`src/rtl/digit_seq_ctrl.sv`:
```
// digit_seq_ctrl
//   Converts one unsigned W-bit value per input handshake into two BCD digits
//   (tens, then units) using repeated subtract-by-10, and streams them over a
//   valid/ready port with first/last markers. W is legal from 1 to 6, so the
//   tens digit never exceeds 6.
//
//   Optional build macro MSD_SKIP_ZERO_EN: when defined, values below 10 emit
//   only the units digit, flagged as both first and last. When undefined,
//   every value emits exactly two digits and a zero tens digit is sent as '0'.
//
//   state    | meaning
//   ---------+-----------------------------------------------------------
//   S_IDLE   | waiting for a value; in_ready high
//   S_DIV    | one subtract-by-10 per cycle until remainder < 10
//   S_EMIT_T | presenting tens digit (first), waiting for out_ready
//   S_EMIT_U | presenting units digit (last), waiting for out_ready

module digit_seq_ctrl #(
  parameter int W = 5
) (
  input  logic         clk,
  input  logic         rst_n,
  input  logic         in_valid,
  output logic         in_ready,
  input  logic [W-1:0] in_data,
  output logic         out_valid,
  input  logic         out_ready,
  output logic [3:0]   out_digit,
  output logic         out_first,
  output logic         out_last,
  output logic         busy
);

  localparam logic [1:0] S_IDLE   = 2'd0;
  localparam logic [1:0] S_DIV    = 2'd1;
  localparam logic [1:0] S_EMIT_T = 2'd2;
  localparam logic [1:0] S_EMIT_U = 2'd3;

  logic [1:0]   state_q, state_d;
  logic [W-1:0] rem_q, rem_d;
  logic [3:0]   tens_q, tens_d;

  // Remainder widened to 8 bits so the compare against 10 and the units
  // slice stay legal for every W from 1 to 6.
  logic [7:0]   rem_ext;
  logic         skip_tens;

  assign rem_ext = 8'(rem_q);

`ifdef MSD_SKIP_ZERO_EN
  assign skip_tens = (tens_q == 4'd0);
`else
  assign skip_tens = 1'b0;
`endif

  // Next-state and datapath update for the divide/emit sequence.
  always_comb begin
    state_d = state_q;
    rem_d   = rem_q;
    tens_d  = tens_q;
    case (state_q)
      S_IDLE: begin
        if (in_valid) begin
          rem_d   = in_data;
          tens_d  = 4'd0;
          state_d = S_DIV;
        end
      end
      S_DIV: begin
        // Subtract only while rem >= 10, so rem never wraps.
        if (rem_ext >= 8'd10) begin
          rem_d  = rem_q - W'(10);
          tens_d = tens_q + 4'd1;
        end else if (skip_tens) begin
          state_d = S_EMIT_U;
        end else begin
          state_d = S_EMIT_T;
        end
      end
      S_EMIT_T: begin
        if (out_ready) state_d = S_EMIT_U;
      end
      S_EMIT_U: begin
        if (out_ready) state_d = S_IDLE;
      end
      default: state_d = S_IDLE;
    endcase
  end

  // State and datapath registers; reset drops any transaction in flight.
  always_ff @(posedge clk or negedge rst_n) begin
    if (!rst_n) begin
      state_q <= S_IDLE;
      rem_q   <= '0;
      tens_q  <= 4'd0;
    end else begin
      state_q <= state_d;
      rem_q   <= rem_d;
      tens_q  <= tens_d;
    end
  end

  // Outputs depend on registered state only; all digit fields are zero
  // whenever out_valid is low.
  always_comb begin
    in_ready  = (state_q == S_IDLE);
    busy      = (state_q != S_IDLE);
    out_valid = (state_q == S_EMIT_T) || (state_q == S_EMIT_U);
    out_digit = 4'd0;
    out_first = 1'b0;
    out_last  = 1'b0;
    if (state_q == S_EMIT_T) begin
      out_digit = tens_q;
      out_first = 1'b1;
    end else if (state_q == S_EMIT_U) begin
      out_digit = rem_ext[3:0];
      out_first = skip_tens;
      out_last  = 1'b1;
    end
  end

endmodule

```
`config.mk`:
```
export PLATFORM = sky130hd
export DESIGN_NAME = digit_seq_ctrl
export DESIGN_NICKNAME = d
export VERILOG_FILES = /design/src/rtl/digit_seq_ctrl.sv
export SDC_FILE = /design/constraint.sdc
export NUM_CORES = 1
export LEC_CHECK = 0
export ABC_AREA = 1
export BUFFER_PORTS_ARGS = -buffer_cell sky130_fd_sc_hd__buf_2
export CORE_ASPECT_RATIO = 1.1
export CORE_MARGIN = 2
export CORE_UTILIZATION = 55
export DETAILED_ROUTE_END_ITERATION = 16
export GPL_TIMING_DRIVEN = 0
export PLACE_DENSITY_LB_ADDON = 0.05
export SLEW_MARGIN = 20
export SYNTH_ARGS = -nofsm -noshare
export SYNTH_HDL_FRONTEND = slang
export SYNTH_SLANG_ARGS = --single-unit
export TNS_END_PERCENT = 10
```
`constraint.sdc`:
```
create_clock -name clk -period 3.4 [get_ports clk]
set_input_delay 0.34 -clock clk [delete_from_list [all_inputs] [get_ports clk]]
set_output_delay 0.34 -clock clk [all_outputs]
set_load 0.005 [all_outputs]
```
# After elaboration in Yosys (flattened, before gate mapping)
# Index checks and enable logic that the tools add are counted.
# totals
word_cells	36
ff_bits	11
romBits	0
mem_bits_rw	0
memories	0
inputBits	9
latch_bits	0
# op_classes
magnitude_cmp	1
shifts	0
n_reduce_logical	6
mul	0
bitwise_logic	0
n_addsub	2
n_eq_ne	8
div_mod_pow	0
mux	16
# ops
operator	count
$mux 4	4
$mux 5	2
$ne 2x2->1 const B	5
$pmux 5 s2	1
$mux 2	4
$pmux 2 s4	1
$pmux 4 s2	1
$ge 5x4->1 const B	1
$sub 5x4->5 const B	1
$add 4x1->4 const B	1
$eq 2x2->1 const B	2
$reduce_and 4->1	1
$reduce_bool 2->1	2
$mux 1	3
$reduce_and 3->1	1
$eq 2x1->1 const B	1
$logic_not 2->1	1
$logic_or 1x1->1	1

# Depth between registers and ports, before layout
# depth
word_depth	3
mapped_depth	9
depth_no_buf	9

# Worst setup path before layout
# OpenSTA, ideal clock, no wires.
# synth_timing
path_type	flip-flop to output port
startpoint	reg state_q[0]
endpoint	out out_digit[1]
setup_slack_ps	1951
path_buffers	0
t_arrival_ps	1109
path_stages_with_launch	6
path_cell_list	dfrtp_1 > inv_1 > ha_1 > inv_1 > nor2_1 > a211oi_1
# synth_between
elab_chain_len	3
word_cells_on_any_way	4
# synth_rtl
item	line	rtl
from (decl)	39	logic [1:0] state_q, state_d;
from (signal assigned)	97	state_q <= state_d;
$eq 2x2->1	115	end else if (state_q == S_EMIT_U) begin
$mux 4	115	
$mux 4 *	112	if (state_q == S_EMIT_T) begin
to (decl)	28	output logic [3:0] out_digit,
# Every way passes the cells marked *; elsewhere a longest branch is shown, timed or not.

# Worst setup path in the final report
# Same ends and word-level chain as after synthesis.

==> qor.csv <==
metric,value,unit
cp_cell_sequence,inv_1 -> ha_1 -> inv_1 -> nor2_1 -> a211oi_1 -> buf_2,
cts.clk_slew.worst_paths,0.07,ns
cp_common_cell,inv_1,
grt_setup_unrepaired,no,
start_kind,flip-flop,
path_depth,6,
cellPowerDensity,1018,mW/mm^2
num_vias,765,
setup.worst_path.end_class,output port,
grt_max_degree,12,
multi_input_area,473.0,um^2
ctsRootBufferMaster,clkbuf_4,
finalCritPeriodShare,0.5818,
yosysWarnings,0,
synth-seq-cells,11,
switching_share,0.5290,
synthDominantCellAreaShare,0.3465,
synth_cells,109,
clockBufferDepth,2,
ys.flop_type,dfrtp_1,
tightestPinTransition,0.3343,ns
grt_remaining_overflow,0,
final_area,935.9,um^2
wl_per_cell,12.29,um
place_inst,142,
ir_drop,590.2,uV
worstPathArrival,1.64,ns
ys_seq_area_frac,0.3465,
wirelength,1.806,mm
drt_pass1_iterations,4,
yosysUniqueCellTypes,16,
antenna_found_initial,0,
path_delay_family,buffers and inverters,
required,3.06,ns
pwr-share-comb,0.645,
synth.net_count,125,
viasPerCell,5.204,
areaGrowthSynthToFinish,17.80,%
core_area,0.001366,mm^2
start_util,0.5815,
io_pins,18,
maxSlewHeadroom,0.7763,
grt_pass1_wl,3.049,mm
dieArea,0.001765,mm^2
intPower,448.8,uW
post-synth-top-count-cell,nand2_1,
layout.cells.non_filler,147,
setup_viol,0,
async_flop_share,1.000,
grt_usage,0.2563,
synth_edf_count,0,
cts_max_level,1,
n_antenna_cell,0,
die_x,40.24,um
insertion_delay,0.28,ns
p_switching,504.1,uW
reg2reg_depth,8,
drive_gt1_frac,0.2137,
fillers,133,
clkPwrFrac,0.100,
dp_hpwl,1.337,mm
synth_common_cells,"nand2_1, nand3_1, dfrtp_1, nor2_1, inv_1",
period_minus_slack,1.978,ns
nets,148,
ant_nets,0,
critical_path.slowest_cell,dfrtp_1,
worst_clock_skew,0.002657,ns
drv_cap,0,
worstHoldPathCells,3,
post_dp_cell_area,899.6,um^2
synth_area_per_cell,7.289,um^2
drc,0,
cts_tree,yes,
io_buffer_count,17,
setup_tns,0,ns
worstHoldPathType,in -> reg,
rows,14,
netlist_area,794.5,um^2
regArea,275.3,um^2
seq_power_share,0.255,
critical_path_class,reg -> out,
die_height,43.86,um
max_freq,0.5056,GHz
routabilityCongestion,0.7910,
outcome,"finished, final reports clean",
yosys.area.top_type,dfrtp_1,
drtIter0Drc,11,
cp_num_buf_inv,3,
final-hold-violation-count,0,
cts.sinks,11,
crit_fanout,8,
cpPeakStageDelay,0.42,ns
first_global_vias,741,
cts_buffers,3,
synth_area_leaders,"dfrtp_1, nand2_1, ha_1",
slew_violations,0,
p_leak,0.0005567,uW
metrics by stage:
stage	utilization	setup slack (ns)	power, uW	hold slack, ns
2_1_floorplan	-	1.951	689.8	0.04441
3_5_place_dp	0.6584	1.736	858.1	0.2291
6_report	0.6850	1.422	952.8	0.2931
4_1_cts	0.6850	1.414	956.8	0.2906
5_1_grt	0.6850	1.211	1057	0.3226
3_3_place_gp	0.6584	1.760	841.4	0.2245
path summary, 6_finish.rpt:
| check | to | slack [ns] | start |
|---|---|---|---|
| setup / recovery | out_digit[1] | 1.42 | state_q[0]$_DFFE_PN0P_ |
| hold / removal | rem_q[0]$_DFFE_PN0P_ | 0.29 | in_data[0] |
| setup reg to reg | state_q[0]$_DFFE_PN0P_ | 1.79 | state_q[0]$_DFFE_PN0P_ |
| hold reg to reg | rem_q[0]$_DFFE_PN0P_ | 0.54 | rem_q[0]$_DFFE_PN0P_ |
| max in group asynchronous | tens_q[0]$_DFFE_PN0P_ | 2.74 | rst_n |
| min in group asynchronous | rem_q[3]$_DFFE_PN0P_ | 0.45 | rst_n |
registers in the layout, summed over array words and instances (netlist names):
signal,count
rem_q,5
state_q,2
tens_q,4
per-layer routing:
layer / vias up / track usage / routed length [um]
met5: - / 0 / 0
met4: 0 / 0.1000 / 27
met3: 3 / 0.04615 / 91
met2: 30 / 0.4258 / 889
met1: 337 / 0.3191 / 798
li1: 395 / - / -
what timing repair did:
action | CTS | global route
hold endpoints to repair | 11 | 0
gates resized for setup | 0 | 0
hold buffers | 1 | 0
buffers inserted | 0 | 0
cell families (layout without fill, tap and decap cells):
group | Yosys count | count (layout) | share of synthesized area
AOI/OAI and AO/OA | 8 | 8 | 0.07401
xor gates and xnor gates | 2 | 2 | 0.02205
and+or+nand+nor | 69 | 69 | 0.3890
adders and majority gates | 7 | 7 | 0.1102
DFF | 11 | 11 | 0.3465
buffers and inverters | 12 | 34 | 0.05826
cell type report:
type | count | share of cell area
Multi-Input combinational cell | 86 | 0.5053
Inverter | 11 | 0.04412
Clock buffer | 4 | 0.02807
Timing Repair Buffer | 18 | 0.1016
Buffer | 1 | 0.005348
Sequential cell | 11 | 0.2941
Tap cell | 16 | 0.02139
worst register-to-register path, cell delays in order, from the launching register on:
cell,delay [ns]
dfrtp_1,0.42
inv_1,0.08
ha_1,0.24
nor2_1,0.30
nor2_1,0.07
nor2_1,0.17
nand2_1,0.10
nand2_1,0.07
nand2_1,0.05
layout by cell type (no fill, tap or decap), types with 3 or more instances in the layout:
master | netlist | layout
o21ai_0 | 3 | 3
nand3_1 | 16 | 16
dfrtp_1 | 11 | 11
ha_1 | 7 | 7
a211oi_1 | 3 | 3
clkbuf_4 | 0 | 3
nand2_1 | 36 | 36
nand2_4 | 3 | 3
buf_2 | 1 | 18
nor2_1 | 11 | 11
inv_1 | 9 | 9
power groups by stage:
stage               Clock, uW  Sequential [uW]  Combinational, uW
detailed placement          0              244                614
finish                   95.1              243                615
global placement            0              244                598
global route              103              254                701
floorplan                   0              228                462
CTS                      98.5              242                616
Power figures use the tool's default switching activity.
